### config.mk
export PLATFORM = sky130hd
export DESIGN_NAME = gf180mcu_and3_bist
export DESIGN_NICKNAME = d
export VERILOG_FILES = /design/src/rtl/gf180mcu_bist_pkg.sv /design/src/rtl/gf180mcu_bist_settle_cnt.sv /design/src/rtl/gf180mcu_and3_bist.sv
export SDC_FILE = /design/constraint.sdc
export NUM_CORES = 1
export LEC_CHECK = 0
export ABC_AREA = 1
export CORE_ASPECT_RATIO = 1.4
export CORE_MARGIN = 5
export CORE_UTILIZATION = 43
export DETAILED_ROUTE_END_ITERATION = 8
export PLACE_DENSITY = 0.84
export SLEW_MARGIN = 5
export SYNTH_ARGS = -nofsm -noshare
export SYNTH_HDL_FRONTEND = slang
export SYNTH_HIERARCHICAL = 1
export SYNTH_SLANG_ARGS = --single-unit
### constraint.sdc
create_clock -name CLK -period 1.6 [get_ports CLK]
set_input_delay 0.32 -clock CLK [delete_from_list [all_inputs] [get_ports CLK]]
set_output_delay 0.32 -clock CLK [all_outputs]
set_load 0.005 [all_outputs]
### src/rtl/gf180mcu_bist_pkg.sv
// Shared definitions for the AND3 cell-bank BIST.
//   bist_state_t : controller states
//   NUM_VEC      : number of exhaustive input vectors for a 3-input cell
//   and3_exp()   : golden response of an AND3 cell for a given vector
package gf180mcu_bist_pkg;

    typedef enum logic [2:0] {
        ST_IDLE   = 3'd0,
        ST_DRIVE  = 3'd1,
        ST_SETTLE = 3'd2,
        ST_CHECK  = 3'd3,
        ST_DONE   = 3'd4
    } bist_state_t;

    localparam int NUM_VEC = 8;

    // Vector bit 0 drives A1, bit 1 A2, bit 2 A3; Z is their AND.
    function automatic logic and3_exp(input logic [2:0] vec);
        return vec[0] & vec[1] & vec[2];
    endfunction

endpackage

### src/rtl/gf180mcu_bist_settle_cnt.sv
// Loadable down-counter that times the settle window of the BIST.
// Ports:
//   clk_i      : clock
//   rst_i      : synchronous active-high reset
//   load_i     : load load_val_i (has priority over dec_i)
//   load_val_i : value to load
//   dec_i      : decrement request; saturates at zero
//   zero_o     : counter is zero
module gf180mcu_bist_settle_cnt #(
    parameter int CNT_W = 2
) (
    input  logic             clk_i,
    input  logic             rst_i,
    input  logic             load_i,
    input  logic [CNT_W-1:0] load_val_i,
    input  logic             dec_i,
    output logic             zero_o
);

    logic [CNT_W-1:0] cnt_q;
    logic [CNT_W-1:0] cnt_d;

    // Next count: load, saturating decrement, or hold.
    always_comb begin
        cnt_d = cnt_q;
        if (load_i) begin
            cnt_d = load_val_i;
        end else if (dec_i && (cnt_q != {CNT_W{1'b0}})) begin
            cnt_d = cnt_q - CNT_W'(1);
        end else begin
            cnt_d = cnt_q;
        end
    end

    // Count register.
    always_ff @(posedge clk_i) begin
        if (rst_i) begin
            cnt_q <= {CNT_W{1'b0}};
        end else begin
            cnt_q <= cnt_d;
        end
    end

    assign zero_o = (cnt_q == {CNT_W{1'b0}});

endmodule

### src/rtl/gf180mcu_and3_bist.sv
// Built-in self-test driver/checker for a bank of AND3 cells.
// Applies the 8 input vectors to all lanes, waits SETTLE_CYC cycles,
// samples Z and reports pass/fail, the first failing vector and the
// OR of failing lanes.
// Ports:
//   CLK, RST   : clock, synchronous active-high reset
//   START      : start a run (honoured only when idle or done)
//   A1/A2/A3   : per-lane cell inputs (vector bits 0/1/2)
//   Z          : per-lane cell outputs
//   BUSY/DONE  : run in progress / run finished (held)
//   PASS       : no mismatch seen (valid with DONE)
//   FAIL_VEC   : first mismatching vector
//   FAIL_LANES : OR of mismatching lanes
module gf180mcu_and3_bist #(
    parameter int N_LANES      = 4,
    parameter int SETTLE_CYC   = 2,
    parameter int STOP_ON_FAIL = 1
) (
    input  logic               CLK,
    input  logic               RST,
    input  logic               START,
    output logic [N_LANES-1:0] A1,
    output logic [N_LANES-1:0] A2,
    output logic [N_LANES-1:0] A3,
    input  logic [N_LANES-1:0] Z,
    output logic               BUSY,
    output logic               DONE,
    output logic               PASS,
    output logic [2:0]         FAIL_VEC,
    output logic [N_LANES-1:0] FAIL_LANES
);
    import gf180mcu_bist_pkg::*;

    localparam int               CNT_W     = $clog2(SETTLE_CYC + 1);
    // The DRIVE->SETTLE edge loads the counter, so SETTLE lasts load+1 cycles.
    localparam logic [CNT_W-1:0] SETTLE_LD = CNT_W'(SETTLE_CYC - 1);
    localparam logic [2:0]       LAST_VEC  = 3'(NUM_VEC - 1);

    bist_state_t        state_q;
    logic [2:0]         vec_q;
    logic [N_LANES-1:0] a1_q, a2_q, a3_q;
    logic               busy_q, done_q, pass_q;
    logic [2:0]         fail_vec_q;
    logic [N_LANES-1:0] fail_lanes_q;
    logic [N_LANES-1:0] mism_s;
    logic               cnt_load_s, cnt_dec_s, cnt_zero_s;

    assign cnt_load_s = (state_q == ST_DRIVE);
    assign cnt_dec_s  = (state_q == ST_SETTLE);

    gf180mcu_bist_settle_cnt #(
        .CNT_W (CNT_W)
    ) u_settle_cnt (
        .clk_i      (CLK),
        .rst_i      (RST),
        .load_i     (cnt_load_s),
        .load_val_i (SETTLE_LD),
        .dec_i      (cnt_dec_s),
        .zero_o     (cnt_zero_s)
    );

    // Per-lane mismatch; Z is only looked at in CHECK.
    always_comb begin
        mism_s = {N_LANES{1'b0}};
        if (state_q == ST_CHECK) begin
            mism_s = Z ^ {N_LANES{and3_exp(vec_q)}};
        end else begin
            mism_s = {N_LANES{1'b0}};
        end
    end

    // Controller FSM with registered outputs.
    always_ff @(posedge CLK) begin
        if (RST) begin
            state_q      <= ST_IDLE;
            vec_q        <= 3'd0;
            a1_q         <= {N_LANES{1'b0}};
            a2_q         <= {N_LANES{1'b0}};
            a3_q         <= {N_LANES{1'b0}};
            busy_q       <= 1'b0;
            done_q       <= 1'b0;
            pass_q       <= 1'b0;
            fail_vec_q   <= 3'd0;
            fail_lanes_q <= {N_LANES{1'b0}};
        end else begin
            case (state_q)
                ST_IDLE, ST_DONE: begin
                    if (START) begin
                        state_q      <= ST_DRIVE;
                        vec_q        <= 3'd0;
                        busy_q       <= 1'b1;
                        done_q       <= 1'b0;
                        pass_q       <= 1'b0;
                        fail_vec_q   <= 3'd0;
                        fail_lanes_q <= {N_LANES{1'b0}};
                    end
                end
                ST_DRIVE: begin
                    a1_q    <= {N_LANES{vec_q[0]}};
                    a2_q    <= {N_LANES{vec_q[1]}};
                    a3_q    <= {N_LANES{vec_q[2]}};
                    state_q <= ST_SETTLE;
                end
                ST_SETTLE: begin
                    if (cnt_zero_s) begin
                        state_q <= ST_CHECK;
                    end
                end
                ST_CHECK: begin
                    fail_lanes_q <= fail_lanes_q | mism_s;
                    // An empty accumulated mask means no earlier vector failed.
                    if ((mism_s != {N_LANES{1'b0}}) && (fail_lanes_q == {N_LANES{1'b0}})) begin
                        fail_vec_q <= vec_q;
                    end
                    if (((mism_s != {N_LANES{1'b0}}) && (STOP_ON_FAIL != 0)) ||
                        (vec_q == LAST_VEC)) begin
                        state_q <= ST_DONE;
                        busy_q  <= 1'b0;
                        done_q  <= 1'b1;
                        pass_q  <= ((fail_lanes_q | mism_s) == {N_LANES{1'b0}});
                    end else begin
                        vec_q   <= vec_q + 3'd1;
                        state_q <= ST_DRIVE;
                    end
                end
                default: begin
                    state_q <= ST_IDLE;
                end
            endcase
        end
    end

    assign A1         = a1_q;
    assign A2         = a2_q;
    assign A3         = a3_q;
    assign BUSY       = busy_q;
    assign DONE       = done_q;
    assign PASS       = pass_q;
    assign FAIL_VEC   = fail_vec_q;
    assign FAIL_LANES = fail_lanes_q;

endmodule
==> impl_results.md <==
* Yosys reg bits at 21
* Mapped Area at 1130 um2
* Residual DRC at 0
* DRT Pass-1 Iters at 4
* Worst EP arrival at 1.84 ns
* Unrepaired setup endpoints after global routing: yes
* Post-synthesis sequential area ratio at 37.2%
* Dpl cells at 234
* Antenna Nets Post-Route at 0
* Initial Util at 43.7%
* Share of cells above drive strength 1 at 28.8%
* Crit. End Element: register
* Global-route wire length before repair at 3930 um
* Overall Global Routing Usage at 13.7%
* Part of the power in registers at 40.6%
* Commonest cells after routing, fill and taps aside: 34 x nand2_1, 28 x clkdlybuf4s50_1, 22 x inv_1, 20 x nor2_1, 17 x nand2_2
* Pin count of the biggest net entering global routing at 12
* P&R area growth vs syn at 43.1%
* P_int at 0.00108 W
* DRT iter0 DRCs at 18
* N_diodes at 0
* CTS tree: yes
* Chip height at 70.7 um
* F_max at 0.617 GHz
* Final Hold Fails at 0
* Critical path type: register to register
* Final setup viols at 5
* CTS buffer count at 3
* Area of the multi-input gates at 624 um2
* Synth unique cells at 20
* Setup WS pre-CTS at -0.191 ns
* Commonest non-fill, non-tap cell in the layout: nand2_1
* DR WL/cell at 10.9 um
* Gr busiest metal: met2
* Setup TNS at -0.0653 ns
* Met2 Use GR at 24.0%
* Number of global-route vias before repair at 984
* Nets at 216
* Power density over cell area at 1020 nW/um2
* Total number of vias at 1103
* Worst Setup Slack, final at -0.0204 ns
* Comb pwr share at 44.1%
* Worst-path clk slew at 0.12 ns
* Vias/cell at 4.58
* # hold bufs at CTS at 0
* Final HPWL DP at 1830 um
* Dominant cell type by area after synthesis: dfxtp_1
* Reg2reg end: vec_q[2]
* IR drop worst, VDD at 0.530 mV
* Fin util at 62.6%
* Met1 usage at 14.7%
* Largest cells by area after synthesis: dfxtp_1 37%, nand2_1 16%, inv_1 7.6%
* Overflow after GRT at 0
* Skew final at 0.0111 ns
* Clk sinks at 21
* Rows at 22
* Global Route met3 Usage at 2.74%
* FF-to-FF Start: vec_q[0]
* Crit path capture: vec_q[2]
* Status: finished with violations
* Crit-path max FO at 5
* Crit start category: register
* I/O Buffers at 28
* LEAKAGE at 0.732 nW
* Core area at 2590 um2
* I/O pins at 29
* Yosys warnings at 6
* Minimum clock period at 1.62 ns
* Fin crit share at 101%
* R2R Setup Slk at -0.02 ns
* Die area at 3770 um2
* Setup crit start: vec_q[0]
* WL final at 2630 um
* GPL Wtd Cong at 0.750
* Critical Path RT at 1.82 ns
* Worst-Skew Late Latency at 0.31 ns
* Sw Ratio at 34.6%
* Mapped Nets at 178
* Die X at 53.3 um
* Syn_area_per_cell at 6.73 um2
* FF+latch area at 427 um2
* Failing checks: setup timing
* CTS Buffer Depth at 2
* Cell count after synthesis at 168
* Fill cells at 236
* CTS root buf: clkbuf_4
* Clock network fraction of design power at 15.3%
* Fin. max-slew vios at 0
* H-Tree Depth at 1
* Top cell type's share of synthesized area at 37.2%
* P_sw at 0.000573 W
* Worst R2R Path Depth at 12
* Post-Layout Cell Count at 241
* Max_cap viols at 0
* Hold Path Class: register to register
* Initial antenna violation count at 0
* Fin Hold WS at 0.484 ns
worst max-delay path, stage by stage (launching register included):
cell and delay (ns):
dfxtp_2 0.36, ha_4 0.16, ha_4 0.17, nand2_1 0.10
nand2_2 0.07, nand2_1 0.06, nand2_2 0.08, nor2_4 0.15
nand2_2 0.09, nand2_4 0.09, nand2_4 0.07, nand2_2 0.07
a21oi_2 0.05
power groups by stage:
| stage | registers, W | logic, W | clock network (W) |
|---|---|---|---|
| after floorplan | 0.000673 | 0.000448 | 0 |
| after global placement | 0.000675 | 0.000675 | 0 |
| after detailed placement | 0.000678 | 0.000685 | 0 |
| after CTS | 0.000668 | 0.000699 | 0.000260 |
| after global routing | 0.000687 | 0.000816 | 0.000280 |
| final | 0.000672 | 0.000730 | 0.000254 |
per-layer routing:
| metal | wire length, um | share of wire, % |
|---|---|---|
| met1 | 1050 | 40 |
| met5 | 0 | 0 |
| met2 | 1440 | 55 |
| met3 | 75 | 2.8 |
| met4 | 71 | 2.7 |
timing repair:
action	in CTS	in global routing
resized for setup	10	22
setup buffers	0	3
pin swaps	2	12
setup endpoints to repair	10	20
synth_stat cells:
master,instances
nand2_2,4
dfxtp_1,21
nor3_1,2
ha_1,3
o32ai_1,1
buf_4,10
inv_2,2
a21oi_2,2
o21ai_0,4
nor4_1,1
o21ai_1,2
conb_1,2
nor2_1,21
nand2_4,3
nand3_1,4
nand2_1,47
a21oi_1,12
inv_1,23
buf_6,1
nor2_2,3
logic make-up after synthesis:
kind of cell | synth area share, %
buffers and inverters | 15.9
flip-flops | 37.2
AND/OR/NAND/NOR | 32.6
other | 0.664
AO/OA/AOI/OAI | 10.3
adder cells (fa/ha/maj) | 3.32
worst min path at each step:
| stage | startpoint | endpoint | cells past startpoint |
|---|---|---|---|
| 2_1_floorplan | DONE | DONE | 2 |
| 3_3_place_gp | BUSY | BUSY | 2 |
| 3_5_place_dp | PASS | PASS | 2 |
| 4_1_cts | PASS | PASS | 2 |
| 5_1_grt | PASS | PASS | 2 |
| 6_report | BUSY | BUSY | 2 |
state kept, by name (all words and copies together) (netlist names):
signal and count:
FAIL_LANES 4, FAIL_VEC 3, state_q 3, vec_q 3
u_settle_cnt/cnt_q 2, A1 1, A2 1, A3 1
BUSY 1, DONE 1, PASS 1
per-stage QoR:
stage / cell area (um2) / total power [W]
final: 1620 / 0.00166
after detailed placement: 1470 / 0.00136
after global placement: 1470 / 0.00135
after global routing: 1620 / 0.00178
after floorplan: 1130 / 0.00112
after CTS: 1530 / 0.00163
cell type report:
cell class                      instances  share of cell area, %
Multi-Input combinational cell        111                   38.6
Sequential cell                        21                   26.4
Timing Repair Buffer                   44                   24.7
Inverter                               25                   5.95
Tap cell                               36                   2.78
Clock buffer                            4                   1.62
No activity file was read; power rests on OpenSTA's default activity.
